`src/rtl/serial_mag_compare.sv`:
```
// Bit-serial unsigned magnitude comparator, MSB-first with early exit on the first
// differing bit; start/busy/done handshake, flags x (a>b), y (a==b), z (a<b).
//
//   state | meaning
//   IDLE  | waiting for start, last result held on x/y/z
//   SHIFT | comparing one bit pair per clock
//   DONE  | one-cycle result strobe; start here begins the next compare at once
module serial_mag_compare #(
  parameter int WIDTH = 4
) (
  input  logic             clk,
  input  logic             rst_n,
  input  logic             start,
  input  logic [WIDTH-1:0] a,
  input  logic [WIDTH-1:0] b,
  output logic             busy,
  output logic             done,
  output logic             x,
  output logic             y,
  output logic             z
);

  localparam int CW = $clog2(WIDTH);

  typedef enum logic [1:0] {
    IDLE  = 2'd0,
    SHIFT = 2'd1,
    DONE  = 2'd2
  } state_t;

  state_t           state, state_nxt;
  logic [WIDTH-1:0] sa, sa_nxt;
  logic [WIDTH-1:0] sb, sb_nxt;
  logic [CW-1:0]    cnt, cnt_nxt;
  logic             x_nxt, y_nxt, z_nxt;
  logic             busy_nxt, done_nxt;
  logic             sa_msb, sb_msb;

  assign sa_msb = sa[WIDTH-1];
  assign sb_msb = sb[WIDTH-1];

  always_comb begin
    state_nxt = state;
    sa_nxt    = sa;
    sb_nxt    = sb;
    cnt_nxt   = cnt;
    x_nxt     = x;
    y_nxt     = y;
    z_nxt     = z;

    case (state)
      IDLE, DONE: begin
        if (start) begin
          sa_nxt    = a;
          sb_nxt    = b;
          cnt_nxt   = CW'(WIDTH - 1);
          state_nxt = SHIFT;
        end else begin
          state_nxt = IDLE;
        end
      end
      SHIFT: begin
        if (sa_msb != sb_msb) begin
          x_nxt     = sa_msb & ~sb_msb;
          y_nxt     = 1'b0;
          z_nxt     = ~sa_msb & sb_msb;
          state_nxt = DONE;
        end else if (cnt == '0) begin
          x_nxt     = 1'b0;
          y_nxt     = 1'b1;
          z_nxt     = 1'b0;
          state_nxt = DONE;
        end else begin
          sa_nxt  = {sa[WIDTH-2:0], 1'b0};
          sb_nxt  = {sb[WIDTH-2:0], 1'b0};
          cnt_nxt = cnt - CW'(1);
        end
      end
      default: state_nxt = IDLE;
    endcase

    // busy/done are flopped from the next state so they leave the block registered
    busy_nxt = (state_nxt == SHIFT);
    done_nxt = (state_nxt == DONE);
  end

  always_ff @(posedge clk or negedge rst_n) begin
    if (!rst_n) begin
      state <= IDLE;
      sa    <= '0;
      sb    <= '0;
      cnt   <= '0;
      x     <= 1'b0;
      y     <= 1'b0;
      z     <= 1'b0;
      busy  <= 1'b0;
      done  <= 1'b0;
    end else begin
      state <= state_nxt;
      sa    <= sa_nxt;
      sb    <= sb_nxt;
      cnt   <= cnt_nxt;
      x     <= x_nxt;
      y     <= y_nxt;
      z     <= z_nxt;
      busy  <= busy_nxt;
      done  <= done_nxt;
    end
  end

endmodule

```
`config.mk`:
```
export PLATFORM = sky130hd
export DESIGN_NAME = serial_mag_compare
export DESIGN_NICKNAME = d
export VERILOG_FILES = /design/src/rtl/serial_mag_compare.sv
export SDC_FILE = /design/constraint.sdc
export NUM_CORES = 1
export LEC_CHECK = 0
export ABC_AREA = 1
export ABC_CLOCK_PERIOD_IN_PS = 1500
export CORE_MARGIN = 3
export CORE_UTILIZATION = 50
export DETAILED_ROUTE_END_ITERATION = 16
export GPL_TIMING_DRIVEN = 1
export PLACE_DENSITY = 0.77
export SLEW_MARGIN = 0
export SYNTH_ARGS = -nofsm -noshare
export SYNTH_HDL_FRONTEND = slang
export SYNTH_SLANG_ARGS = --single-unit
```
`constraint.sdc`:
```
create_clock -name clk -period 1.5 [get_ports clk]
set_input_delay 0.15 -clock clk [delete_from_list [all_inputs] [get_ports clk]]
set_output_delay 0.15 -clock clk [all_outputs]
set_load 0.03 [all_outputs]
```
==> impl.org <==
** Clocking
- Clock tree synthesis selected as its root buffer the cell clkbuf_4.
- Counting along the longest clock path gives a buffer depth of 2.
- Number of hold buffers added after CTS :: 0
- Clock tree synthesis inserted a total of 3 buffers.
- H-Tree Level Count :: 1
- CTS clk-pin slew, worst paths :: 90 ps
- Counting every sink on the clock net gives 17.
- Insertion delay of the later-clocked pin in the worst-skew pair :: slightly below 300 ps
- Clock tree from TritonCTS :: yes

** Timing
- Final Worst Setup Slack :: 69.3 ps
- At the pin with the least slew margin, the transition time is between 300 and 400 ps.
- Count of pins over their slew limit :: 0
- Final critical-path required period :: 1430 ps
- Maximum achievable frequency :: between 0.6 and 0.7 GHz
- Setup repair after global routing left no endpoint under its margin.
- Setup violations remaining at the end of the flow were counted as 0.
- Number of failing hold endpoints at the final stage :: 0
- Worst max-slew margin expressed relative to the limit :: 0.764
- Of the available clock period, the critical path in the final layout requires 0.954.
- For the final database, setup skew stands at 2.39 ps.
- Total negative slack for setup checks :: 0 ps

** Cells and area
- Leaving out fill and tap cells, the most frequent cells in the layout are nand2_1 (42), dfrtp_1 (17), nand3_1 (16), clkdlybuf4s50_1 (12), inv_1 (5).
- Most common cell after layout, fill and taps aside :: nand2_1
- Number of antenna repair diodes :: 0
- Number of nets in the layout :: 132
- Relative to the synthesized area, the layout overhead comes to 21.9%.
- Share of cells above drive strength 1 :: 0.128

** Global routing
- Overall fraction of global-route tracks in use :: 0.163
- Antenna violations before repair :: 0
- The number of global-route vias before repair is approximately 570.
- For this run the aggregate overflow at the end of global routing stands at 0.
- First-pass GRT wire length :: 2.41 mm
- Maximum number of pins on one net before global-route repair :: 18

** Power and ir drop
- Peak VDD IR :: 1.10 mV
- Leakage power of the design :: 0.602 nW
- Power per cell area :: 2100 mW/mm^2

** Yosys
- Post-synthesis instance area :: 862 sq um
- Synth unique cells :: 15
- Avg Cell Area, Syn :: 8.71 sq um
- The number of nets in the synthesized netlist is 113.
- Of the synthesized area, sequential elements account for 0.493.
- In this run, synthesis produced a sequential element count of 17.
- Number of warnings issued by yosys :: 0
- Post-Syn Instances :: 99

** Routing
- After detailed routing, the total wire length is 1.52 mm.
- For this block, the initial DRC count from the detailed router was 8.
- Routed length per instance :: 11.5 um
- The routed layout has 687 vias.
- After detailed routing, the number of vias per cell comes to 5.17.
- The first detailed-routing pass took 4 iterations.
- Once detail routing completed, the nets flagged for antenna violations numbered 0.
- In the routed design, unresolved DRC markers number 0.

** Worst setup path
- Delay-heaviest family, CP :: buffers and inverters
- Data on the critical path is required at its endpoint by 1350 ps.
- Maximum cell stage delay along the critical path :: about 660 ps
- The largest individual stage delay along the critical path comes from the cell clkdlybuf4s50_1.
- Worst Path Arrival :: around 1300 ps
- Worst setup path category :: flop to output port
- The worst setup path is launched from a flop.
- The critical path goes through clkdlybuf4s50_1.
- Count of buffering cells on the critical path with inverters included :: 1
- STA classifies the critical path endpoint as an output port.
- Of all nets on the critical path, the largest fanout is 1.

** Placed design
- Last weighted congestion value of the routability-driven placer :: 0.824
- Number of buffers added on ports :: 15
- Worst slack after detailed placement :: 111 ps
- The HPWL after detailed placement is 1.08 mm.

** Die
- Horizontal die dimension :: 47.5 um
- 16 I/O pins were placed.
- Cell Rows :: 14
- The floorplan step defined a core boundary enclosing 0.00156 sq mm.
- For this configuration, the core starts out at a cell density of 0.553.
- The floorplan step set the die height to 47.5 um.
- Die outline area :: 0.00226 sq mm

** Min path
- Path class of the lowest-slack min-delay path :: input pin to async pin

** Job
- The tool flagged a number of max-cap violations equal to 0.

** Status
- Run status :: complete, no violations
==> final timing paths <==
path	start	end	slack (ps)	depth (start not counted)
max	busy$_DFF_PN0_	busy	70	1
min	rst_n	cnt[0]$_DFFE_PN0P_	170	2
max reg2reg	sb[3]$_DFFE_PN0P_	cnt[0]$_DFFE_PN0P_	130	7
min reg2reg	z$_DFFE_PN0P_	z$_DFFE_PN0P_	470	2
max in group asynchronous	rst_n	sb[3]$_DFFE_PN0P_	1140	2
min in group clk	a[0]	sa[0]$_DFFE_PN0P_	410	3
==> where the power goes <==
part	switching, mW	total, mW	internal (mW)	leakage (nW)
logic	0.720	1.15	0.428	0.373
clock network	0.143	0.247	0.104	0.0150
registers	0.150	0.813	0.662	0.213
==> sequential cells by signal, indices dropped and copies added (netlist names) <==
register,cells
x,1
sb,4
state,2
z,1
sa,4
cnt,2
done,1
busy,1
y,1
==> kinds of logic (layout without fill, tap and decap cells) <==
| group | Yosys count | after routing | synth area share |
|---|---|---|---|
| simple gates | 68 | 68 | 0.390 |
| flops | 17 | 17 | 0.493 |
| buf+inv | 11 | 29 | 0.0726 |
| fa+ha+maj | 3 | 3 | 0.0435 |
==> routing by layer <==
layer | up-vias | track usage | wire length, um
met5 | - | 0 | 0
met4 | 0 | 0.0829 | 19
met3 | 2 | 0.0789 | 106
met2 | 20 | 0.257 | 757
met1 | 317 | 0.183 | 641
li1 | 348 | - | -
==> final cells by class <==
cell class | count | area, sq um
Clock buffer | 4 | 26.3
Timing Repair Buffer | 17 | 173
Sequential cell | 17 | 425
Inverter | 8 | 32.5
Multi-Input combinational cell | 71 | 374
Tap cell | 16 | 20.0
Fill cell | 139 | 508
==> Yosys cell counts, drive strengths merged <==
| cell type | number | area share |
|---|---|---|
| buf | 3 | 0.035 |
| dfrtp | 17 | 0.49 |
| ha | 3 | 0.044 |
| inv | 8 | 0.038 |
| nand2 | 46 | 0.23 |
| nand3 | 16 | 0.093 |
| nand4 | 2 | 0.015 |
| nor2 | 4 | 0.054 |
==> repair_timing <==
action,in CTS,in global routing
resized for setup,0,3
setup buffers,0,1
setup endpoints to repair,0,4
hold endpoints to repair,0,0
==> metrics by stage <==
stage | cell area [sq um] | hold slack [ps] | instances | util | power (mW)
6_report | 1050 | 175 | 133 | 0.674 | 2.21
5_1_grt | 1050 | 190 | 133 | 0.674 | 2.41
4_1_cts | 1040 | 177 | 132 | 0.665 | 2.22
3_5_place_dp | 1010 | 461 | 128 | 0.648 | 1.97
3_3_place_gp | 1010 | 455 | 128 | 0.648 | 1.94
2_1_floorplan | 862 | -146 | 99 | - | 1.74
No activity file was read; power rests on OpenSTA's default activity.
